--- config.mk ---
export PLATFORM = sky130hd
export DESIGN_NAME = dino_motion_ctrl
export DESIGN_NICKNAME = d
export VERILOG_FILES = /design/src/rtl/dino_pkg.sv /design/src/rtl/leg_anim_counter.sv /design/src/rtl/dino_motion_ctrl.sv
export SDC_FILE = /design/constraint.sdc
export NUM_CORES = 1
export LEC_CHECK = 0
export ABC_CLOCK_PERIOD_IN_PS = 7700
export CAP_MARGIN = 20
export CORE_ASPECT_RATIO = 0.5
export CORE_UTILIZATION = 29
export CTS_CLUSTER_DIAMETER = 40
export DETAILED_ROUTE_END_ITERATION = 10
export SLEW_MARGIN = 25
export SYNTH_ARGS = -nofsm -noshare
export SYNTH_HDL_FRONTEND = slang
export SYNTH_SLANG_ARGS = --single-unit
--- constraint.sdc ---
create_clock -name clk -period 7.7 [get_ports clk]
set_input_delay 1.54 -clock clk [delete_from_list [all_inputs] [get_ports clk]]
set_output_delay 1.54 -clock clk [all_outputs]
set_load 0.02 [all_outputs]
--- src/rtl/dino_pkg.sv ---
// dino_pkg: state encoding, sprite-select codes and pose decode for the T-Rex controller.
package dino_pkg;
  typedef enum logic [1:0] {RUN, DUCK, JUMP, DEAD} state_e;
  localparam logic [3:0] SEL_JUMP  = 4'd0;
  localparam logic [3:0] SEL_RUN0  = 4'd1;
  localparam logic [3:0] SEL_RUN1  = 4'd2;
  localparam logic [3:0] SEL_DUCK0 = 4'd3;
  localparam logic [3:0] SEL_DUCK1 = 4'd4;
  localparam logic [3:0] SEL_DEAD  = 4'd5;
  function automatic logic [3:0] sel_of(state_e s, logic leg);
    return s == JUMP ? SEL_JUMP :
           s == DEAD ? SEL_DEAD :
           s == DUCK ? (leg ? SEL_DUCK1 : SEL_DUCK0) :
                       (leg ? SEL_RUN1 : SEL_RUN0);
  endfunction
endpackage

--- src/rtl/leg_anim_counter.sv ---
// leg_anim_counter: divides enabled ticks by TICKS and toggles the leg frame on each wrap.
module leg_anim_counter #(
  parameter int TICKS = 6
) (
  input  logic clk,
  input  logic rst,
  input  logic en_i,
  input  logic clr_i,
  output logic leg_o
);
  localparam int CW = TICKS > 1 ? $clog2(TICKS) : 1;
  logic [CW-1:0] cnt_q;
  logic          leg_q;
  logic          wrap;
  assign wrap  = cnt_q == CW'(TICKS - 1);
  assign leg_o = leg_q;
  always_ff @(posedge clk) begin
    if (rst || clr_i) begin
      cnt_q <= '0;
      leg_q <= 1'b0;
    end else if (en_i) begin
      cnt_q <= wrap ? '0 : cnt_q + 1'b1;
      leg_q <= leg_q ^ wrap;
    end
  end
endmodule

--- src/rtl/dino_motion_ctrl.sv ---
// dino_motion_ctrl: T-Rex height/velocity and RUN/DUCK/JUMP/DEAD pose control; define VARIABLE_JUMP_EN for short hops on early release.
module dino_motion_ctrl
  import dino_pkg::*;
#(
  parameter int Y_W        = 10,
  parameter int GROUND_Y   = 360,
  parameter int DINO_H     = 47,
  parameter int DUCK_H     = 30,
  parameter int JUMP_V0    = 20,
  parameter int GRAVITY    = 1,
  parameter int MAX_FALL_V = 20,
  parameter int ANIM_TICKS = 6,
  parameter int JUMP_CUT   = 6
) (
  input  logic           clk,
  input  logic           rst,
  input  logic           tick,
  input  logic           jump,
  input  logic           duck,
  input  logic           hit,
  output logic [Y_W-1:0] dino_y,
  output logic [3:0]     dino_sel,
  output logic           airborne,
  output logic           on_ground,
  output logic           is_dead
);
`ifdef VARIABLE_JUMP_EN
  localparam bit CUT_EN = 1'b1;
`else
  localparam bit CUT_EN = 1'b0;
`endif
  localparam logic signed [Y_W:0] V0   = (Y_W+1)'(JUMP_V0);
  localparam logic signed [Y_W:0] G    = (Y_W+1)'(GRAVITY);
  localparam logic signed [Y_W:0] VMIN = (Y_W+1)'(-MAX_FALL_V);
  localparam logic signed [Y_W:0] CUT  = (Y_W+1)'(JUMP_CUT);
  state_e                  state_q;
  logic [Y_W-1:0]          h_q;
  logic signed [Y_W:0]     v_q;
  logic                    armed_q;
  logic signed [Y_W:0]     v_eff, v_dec, v_nx;
  logic signed [Y_W+1:0]   hv;
  logic                    land, leg, anim_en, anim_clr;
  logic [Y_W-1:0]          cur_h;
  // The release cut is applied to the velocity before it moves the dino this tick.
  assign v_eff = (CUT_EN && !jump && v_q > CUT) ? CUT : v_q;
  assign hv    = $signed({2'b00, h_q}) + $signed({v_eff[Y_W], v_eff});
  assign land  = hv[Y_W+1] || hv == '0;
  assign v_dec = v_eff - G;
  assign v_nx  = v_dec < VMIN ? VMIN : v_dec;
  assign anim_en  = tick && !hit && (state_q == RUN || state_q == DUCK);
  assign anim_clr = tick && state_q == DEAD && jump && armed_q;
  leg_anim_counter #(.TICKS(ANIM_TICKS)) u_anim (
    .clk   (clk),
    .rst   (rst),
    .en_i  (anim_en),
    .clr_i (anim_clr),
    .leg_o (leg)
  );
  always_ff @(posedge clk) begin
    if (rst) begin
      state_q <= RUN;
      h_q     <= '0;
      v_q     <= '0;
      armed_q <= 1'b0;
    end else if (hit && state_q != DEAD) begin
      state_q <= DEAD;
    end else if (tick) begin
      case (state_q)
        RUN, DUCK: begin
          if (jump) begin
            state_q <= JUMP;
            v_q     <= V0;
          end else begin
            state_q <= duck ? DUCK : RUN;
          end
        end
        JUMP: begin
          if (land) begin
            h_q     <= '0;
            v_q     <= '0;
            state_q <= duck ? DUCK : RUN;
          end else begin
            h_q <= hv[Y_W-1:0];
            v_q <= v_nx;
          end
        end
        default: begin
          // Restart needs a fresh press: the jump that killed the dino must be released first.
          if (jump && armed_q) begin
            state_q <= RUN;
            h_q     <= '0;
            v_q     <= '0;
            armed_q <= 1'b0;
          end else if (!jump) begin
            armed_q <= 1'b1;
          end
        end
      endcase
    end
  end
  assign cur_h     = state_q == DUCK ? Y_W'(DUCK_H) : Y_W'(DINO_H);
  assign dino_y    = Y_W'(GROUND_Y) - cur_h - h_q;
  assign dino_sel  = sel_of(state_q, leg);
  assign airborne  = |h_q;
  assign on_ground = h_q == '0 && state_q != DEAD;
  assign is_dead   = state_q == DEAD;
endmodule

==> Word-level counts from Yosys, hierarchy flattened <==
Cells that the tools add are included.
Widths: inputs -> output; s select.
{ "classes": {"addsub": 5, "mul": 0, "div": 0, "n_lt_le_gt_ge": 1, "n_eq_ne": 8, "shift": 0, "muxes": 24, "bitwise_logic": 4, "reduce_logical": 26} }
{ "op_table": {"columns": ["cell", "n"], "rows": [
  ["$mux 11", 4],
  ["$pmux 11 s2", 1],
  ["$mux 10", 2],
  ["$pmux 10 s2", 1],
  ["$mux 3", 5],
  ["$add 11x11->12", 1],
  ["$logic_not 12->1", 1],
  ["$mux 2", 6],
  ["$reduce_and 4->1", 3],
  ["$lt 11x6->1 const B", 1],
  ["$sub 11x2->11 const B", 1],
  ["$logic_not 10->1", 1],
  ["$reduce_or 10->1", 1],
  ["$sub 10x10->10", 1],
  ["$sub 9x6->10 const A", 1],
  ["$logic_and 1x1->1", 8],
  ["$mux 6", 1],
  ["$eq 2x2->1 const B", 2],
  ["$ne 2x2->1 const B", 2],
  ["$pmux 2 s2", 1],
  ["$reduce_bool 2->1", 2],
  ["$reduce_bool 4->1", 1],
  ["$add 3x1->3 const B", 1],
  ["$eq 3x3->1 const B", 1],
  ["other kinds (13)", 19]
]} }
{ "word_totals": {"reg_bits": 28, "latchBits": 0, "mem_bits_rw": 0, "romBits": 0, "output_inout_bits": 17, "word_cells": 74, "mem_count": 0} }

==> Longest topological paths before layout <==
Gate-level depths: netlist of the first run.
{ "depth": {"depth_word": 7, "depth_mapped": 14, "depth_no_buf": 14} }

==> Modules after synthesis <==
From an unflattened synthesis of the first run, not the netlist that was laid out.
{ "unflattened": {"cells_unflattened": 318, "area_unflattened_um2": 2587.5} }
{ "modules_own_cells": {"columns": ["mod", "instances", "cells_each", "area_each_um2", "seq_area_each_um2"], "rows": [
  ["dino_motion_ctrl", 1, 301, 2406.1, 480.5],
  ["leg_anim_counter", 1, 17, 181.4, 80.1]
]} }

==> Least setup slack after synthesis of the first run <==
No wires, ideal clock.
{ "synth_timing": {"path_type": "register to output", "from": "register state_q[1]", "to": "output port dino_y[9]", "arrival_time_ns": 2.329, "t_required_ns": 6.160, "slack_ns": 3.831, "path_stages_with_launch": 14, "n_path_buf": 0, "path_cell_list": "dfxtp_1 inv_1 nand2_1 inv_1 ha_1 ha_1 inv_1 fa_1 nor2b_1 o21a_1 o21ai_0 nand2b_1 a211oi_1 xor2_1"} }
{ "synth_between": {"elab_chain_cells": 4} }
{ "synth_lines": {"columns": ["item", "line", "rtl"], "rows": [
  ["from (decl)", "dino_motion_ctrl.sv:36", "state_e state_q;"],
  ["from (signal assigned)", "dino_motion_ctrl.sv:74", "state_q <= duck ? DUCK : RUN;"],
  ["from (signal assigned)", "dino_motion_ctrl.sv:81", "state_q <= duck ? DUCK : RUN;"],
  ["$eq 2x1->1", "dino_motion_ctrl.sv:101", "assign cur_h = state_q == DUCK ? Y_W'(DUCK_H) : Y_W'(DINO_H);"],
  ["$mux 6", "dino_motion_ctrl.sv:101", null],
  ["$sub 9x6->10", "dino_motion_ctrl.sv:102", "assign dino_y = Y_W'(GROUND_Y) - cur_h - h_q;"],
  ["$sub 10x10->10", "dino_motion_ctrl.sv:102", null],
  ["to (decl)", "dino_motion_ctrl.sv:21", "output logic [Y_W-1:0] dino_y,"]
]} }
Every way passes these cells.

==> Worst setup path in the final report of the first run <==
Same ends and word-level chain as after synthesis.

==> impl_metrics.ini, run 1 <==
[floorplan]
ioPinCount = 23
die_w_um = 131
die_area_sq_um = 8650
initial_core_util_pct = 31.3
rows = 22
core_sq_um = 7650
die_h_um = 66.3

[logic_synthesis]
ys_warn_count = 0
ys_seq_area_share_pct = 23.4
syn_area_sq_um = 2400
synth-async-reset-ratio_pct = 0
synth_cell_types = 59
synth_edf_count = 0
avgSynthCellArea_sq_um = 7.86
synth-main-ff-cell = dfxtp_1
syn-num-nets = 338
syn-instance-count = 305
synth-seq-cells = 28

[finish]
multi_input_area_sq_um = 1710
nNetsFinal = 356
n_antenna_cell = 0
syn_to_final_growth_pct = 17.0
drive_gt1_share_pct = 3.73
num-fill-cells = 797
register_area_sq_um = 561

[pwr]
p_int_mw = 0.319
power.total_mw = 0.476
p_sw_mw = 0.157
combPwrFrac_pct = 33.6
vdd_drop_max_v = 0.000114
p_leak_nw = 1.12
clock_power_share_pct = 32.8
switching_share_pct = 32.9
seqPwrFrac_pct = 33.6
p_per_area_nw_per_um2 = 170

[cts]
clk_pin_slew_worst_paths_ns = 0.07
ctsHoldBuffers = 0
cts_tree = yes
cts_sinks = 28
ctsResizeCount = 0
clock_latency_ns = 0.26
htreeDepth = 1
clockRootBuffer = clkbuf_16
clock_path_buffers = 2
post_cts_buffers = 0
cts-buffers-inserted = 3

[setup_path]
crit_buf_inv = 4
worst_path_largest_cell_delay_ns = 0.63
crit_slowest_cell = clkdlybuf4s50_1
cp_cell_sequence = inv_1 -> nand2_1 -> inv_1 -> ha_1 -> ha_1 -> inv_1 -> fa_1 -> nor2b_1 -> o21a_1 -> o21ai_0 -> nand2b_1 -> a211oi_1 -> xor2_1 -> clkdlybuf4s50_1
reg2reg_to = v_eff[4]$_SDFFE_PP0P_
end_kind = output pin
required_ns = 6.16
critPathMaxFanout = 7
critical_path.top_delay_family = buffers and inverters
arrival_ns = 3.27
worst-setup-path-type = reg -> out
start_kind = flop
reg2reg_depth = 9
r2r_start = v_eff[1]$_SDFFE_PP0P_
crit_top_cell = inv_1
r2r_slack_ns = 4.27
startpoint = state_q[1]$_SDFFE_PP0P_

[timing]
fin_crit_sh_pct = 62.5
tns_ns = 0
hold-worst-slack_ns = 0.498
worstMarginPinSlew_ns = 0.585
clock_skew_ns = 0.00467
relSlewSlack_pct = 60.7
finalCriticalPeriod_ns = 4.81
rsz0062_at_grt = no
final-setup-viol-count = 0
hold_viol_final = 0
max_freq_mhz = 208
slew_violations = 0

[route]
vias_per_cell = 5.18
drt.antenna.violating_nets = 0
drt-initial-drc-count = 153
firstDrtPassIters = 4
wl_per_cell_um = 13.4
vias = 2227
wirelength_um = 5740
remaining_drc_errors = 0

[placement]
portBuffers = 21
dp_hpwl_um = 4580
place_congestion = 0.821

[grt]
grt_antenna_before_repair = 0
grt_pass1_vias = 1944
grt_pass1_wl_um = 9630
grt_use_total_pct = 13.9
grt_max_degree = 17
gr-total-overflow = 0

[min_path]
hold_depth = 2
hold_class = reg -> reg
holdPathEnd = h_q[0]$_SDFFE_PP0P_
hp-start = h_q[0]$_SDFFE_PP0P_

[status]
outcome = finished clean

[run]
cap_viol_max_count = 0
cells by family (layout without fill, tap and decap cells):
kind of cell    count (synthesis)  count (layout)  share of synthesized area, %
buf+inv                        29              46                          5.07
flops                          28              28                          23.4
compound gates                 90              90                          27.0
other cells                     1               1                         0.157
fa+ha+maj                      27              27                          14.7
simple gates                  115             115                          24.1
xor+xnor                       15              15                          5.48
placed cells by master (no fill, tap or decap), drive strengths merged, types with 2 or more instances in the layout:
cell and instances:
nor3 8, or3 4, o21bai 4, nor3b 3, nor2b 7, a31oi 2, o211ai 6, ha 25
o31ai 7, a21oi 15, nand3 8, and2 2, a211oi 6, nor4 4, a211o 4, nand2b 5
and3 4, nor2 31, xor2 9, o21ai 19, nor4b 2, o32ai 2, dfxtp 28, xnor2 6
nand2 30, clkdlybuf4s50 21, a22o 4, a21o 3, o21a 5, inv 21, fa 2, clkbuf 3
flip-flops by register name (all words and copies together) (netlist names):
signal and flops:
u_anim.leg_o 1, h_q 10, state_q 2, v_eff 11, armed_q 1, u_anim.cnt_q 3
Yosys cell counts (6+ instances only):
master,count,share of area [%]
nor2_1,31,4.9
nand2_1,30,4.7
dfxtp_1,28,23
ha_1,25,13
inv_1,21,3.3
a21oi_1,15,3.1
o21ai_1,10,2.1
o21ai_0,9,1.9
xor2_1,9,3.3
nand3_1,8,1.7
nor3_1,8,1.7
nor2b_1,7,1.8
o31ai_1,7,2.2
a211oi_1,6,1.9
o211ai_1,6,1.9
xnor2_1,6,2.2
worst min-delay path, delay by kind of cell (launching register included):
family | cells | cell delay, ns
AOI/OAI and AO/OA | 1 | 0.05
DFF | 1 | 0.34
and+or+nand+nor | 1 | 0.06
through the flow:
stage	cells	instance area [sq um]	setup WS, ns	util, %
5_1_grt	430	2800	2.61	36.6
4_1_cts	430	2800	2.85	36.6
6_report	430	2800	2.89	36.6
3_3_place_gp	426	2700	3.26	35.3
2_1_floorplan	305	2400	3.83	-
3_5_place_dp	426	2700	3.16	35.3
layout make-up:
class | count | area share, %
Timing Repair Buffer | 21 | 7.50
Sequential cell | 28 | 20.0
Inverter | 21 | 2.81
Multi-Input combinational cell | 248 | 61.1
Tap cell | 108 | 4.82
Clock buffer | 3 | 2.68
Clock inverter | 1 | 1.07
how the worst max path moves through the flow:
stage	to	slack, ns	depth (start not counted)
floorplan	dino_y[9]	3.83	13
global placement	dino_y[9]	3.26	14
detailed placement	dino_y[9]	3.16	14
CTS	dino_y[9]	2.85	14
global route	dino_y[9]	2.61	14
finish	dino_y[9]	2.89	14
layer usage:
layer	GRT usage, %	up-vias	part of all wire (%)
met5	0	-	0
met4	1.72	0	0.30
met1	20.4	1023	53
li1	-	1155	-
met2	22.2	47	44
met3	1.62	2	3.4
power groups by stage:
stage / Combinational [mW] / Sequential [mW] / Clock [mW]
floorplan: 0.120 / 0.160 / 0
global placement: 0.158 / 0.163 / 0
detailed placement: 0.160 / 0.163 / 0
CTS: 0.161 / 0.160 / 0.159
global route: 0.179 / 0.162 / 0.165
finish: 0.160 / 0.160 / 0.156
Power figures use the tool's default switching activity.
==> run 2, diff against run 1 <==
--- a/config.mk
+++ b/config.mk
@@ -5,7 +5,7 @@
 export SDC_FILE = /design/constraint.sdc
 export NUM_CORES = 1
 export LEC_CHECK = 0
-export ABC_CLOCK_PERIOD_IN_PS = 7700
+export ABC_CLOCK_PERIOD_IN_PS = 4620
 export CAP_MARGIN = 20
 export CORE_ASPECT_RATIO = 0.5
 export CORE_UTILIZATION = 29
==> constraint.sdc (replaced) <==
create_clock -name clk -period 4.62 [get_ports clk]
set_input_delay 0.924 -clock clk [delete_from_list [all_inputs] [get_ports clk]]
set_output_delay 0.924 -clock clk [all_outputs]
set_load 0.02 [all_outputs]
==> run 2 against run 1 <==
Net effect: combinational power increased by 67%; count of clock-buffer cells in the layout unchanged; worst setup slack got worse by 2.5 ns; clock power increased by 67%; total power increased by 67%; largest cell class unchanged; die area unchanged; first-iteration DRC count decreased by 14%; flip-flop and latch count unchanged; clock skew increased by 0.0022 ns; highest routed layer unchanged; sequential share of layout area unchanged.
==> impl_metrics.ini, run 2 (synthesis results as in run 1) <==
[grt]
grt_use_total_pct = 13.9
grt_pass1_vias = 1920
grt_pass1_wl_um = 9420
gr-total-overflow = 0
grt_antenna_before_repair = 0
grt_max_degree = 17

[timing]
hold_viol_final = 0
rsz0062_at_grt = no
finalCriticalPeriod_ns = 4.21
relSlewSlack_pct = 57.9
final-setup-viol-count = 0
fin_ws_ns = 0.413
hold-worst-slack_ns = 0.502
slew_violations = 0
clock_skew_ns = 0.00685
worstMarginPinSlew_ns = 0.628
tns_ns = 0
max_freq_mhz = 238
fin_crit_sh_pct = 91.1

[cts]
cts-buffers-inserted = 3
clockRootBuffer = clkbuf_16
ctsHoldBuffers = 0
cts_sinks = 28
ctsResizeCount = 0
post_cts_buffers = 0
cts_tree = yes
htreeDepth = 1
clk_pin_slew_worst_paths_ns = 0.07
clock_path_buffers = 2
clock_latency_ns = 0.27

[placement]
portBuffers = 21
placed_cell_area_sq_um = 2700
dp_hpwl_um = 4640
post-place-ws_ns = 0.696
place_congestion = 0.821

[finish]
largest_register_ffs = 11
syn_to_final_growth_pct = 17.0
multi_input_area_sq_um = 1710
final_core_util_pct = 36.6
n_antenna_cell = 0
num-fill-cells = 777
drive_gt1_share_pct = 3.73
stdcell_area_sq_um = 2800
final_common_cell = nor2_1
most-common-layout-cells = 31 x nor2_1, 30 x nand2_1, 28 x dfxtp_1
nNetsFinal = 356
register_area_sq_um = 561

[setup_path]
required_ns = 3.70
start_kind = flop
cp_cell_sequence = inv_1 -> nand2_1 -> inv_1 -> ha_1 -> ha_1 -> inv_1 -> fa_1 -> nor2b_1 -> o21a_1 -> o21ai_0 -> nand2b_1 -> a211oi_1 -> xor2_1 -> clkdlybuf4s50_1
worst-setup-path-type = reg -> out
end_kind = output pin
critPathMaxFanout = 7
crit_slowest_cell = clkdlybuf4s50_1
worst_path_largest_cell_delay_ns = 0.63
critical_path.top_delay_family = buffers and inverters
crit_buf_inv = 4
crit_top_cell = inv_1
arrival_ns = 3.28

[floorplan]
core_sq_um = 7650
initial_core_util_pct = 31.3
die_w_um = 131
die_area_sq_um = 8650
die_h_um = 66.3
ioPinCount = 23
rows = 22

[route]
vias_per_cell = 5.17
wl_per_cell_um = 13.5
drt-initial-drc-count = 132
remaining_drc_errors = 0
vias = 2222
firstDrtPassIters = 4
wirelength_um = 5790
drt.antenna.violating_nets = 0

[pwr]
p_per_area_nw_per_um2 = 284
vdd_drop_max_v = 0.000169
p_leak_nw = 1.12

[run]
cap_viol_max_count = 0

[min_path]
hold_class = reg -> reg

[status]
outcome = finished clean
## run 2: cell counts in the layout (fill, tap and decap cells not counted)
Identical to the previous run, type by type.
## run 2: report_power, final
part | total (mW) | switching [mW] | internal (mW)
Clock | 0.261 | 0.0882 | 0.173
Combinational | 0.267 | 0.158 | 0.109
Sequential | 0.267 | 0.0164 | 0.251
Total | 0.795 | 0.262 | 0.533
## run 2: per-stage QoR
step | total power [mW] | cells
2_1_floorplan | 0.466 | 305
3_3_place_gp | 0.536 | 426
3_5_place_dp | 0.540 | 426
4_1_cts | 0.801 | 430
5_1_grt | 0.840 | 430
6_report | 0.795 | 430
## run 2: final timing paths
path	slack, ns	to	startpoint	depth (start not counted)
worst max-delay path	0.41	dino_y[9]	state_q[1]$_SDFFE_PP0P_	14
worst min-delay path	0.50	h_q[0]$_SDFFE_PP0P_	h_q[0]$_SDFFE_PP0P_	2
worst max register to register	1.14	v_eff[3]$_SDFFE_PP0P_	v_eff[0]$_SDFFE_PP0P_	9
worst min register to register	0.50	h_q[0]$_SDFFE_PP0P_	h_q[0]$_SDFFE_PP0P_	2
## run 2: area by class of cell
class                      instances  area share, %
multi-input combinational        248           61.1
sequential                        28           20.0
timing repair buffer              21           7.50
tap                              108           4.82
inverter                          21           2.81
clock buffer                       3           2.68
clock inverter                     1           1.07
## run 2: metal layers
| layer | track usage [%] | vias up | wire (um) |
|---|---|---|---|
| li1 | - | 1146 | - |
| met1 | 19.4 | 1024 | 2970 |
| met2 | 22.5 | 47 | 2510 |
| met3 | 1.46 | 5 | 250 |
| met4 | 3.88 | 0 | 51 |
| met5 | 0 | - | 0 |
## run 2: worst reg2reg max path: stages, from the launching register on
cell and delay, ns:
dfxtp_1 0.37, ha_1 0.24, fa_1 0.45, a211oi_1 0.55
o21ai_0 0.21, and3_1 0.20, nor4_1 0.38, nor4b_2 0.35
or2b_1 0.46, o32ai_1 0.14
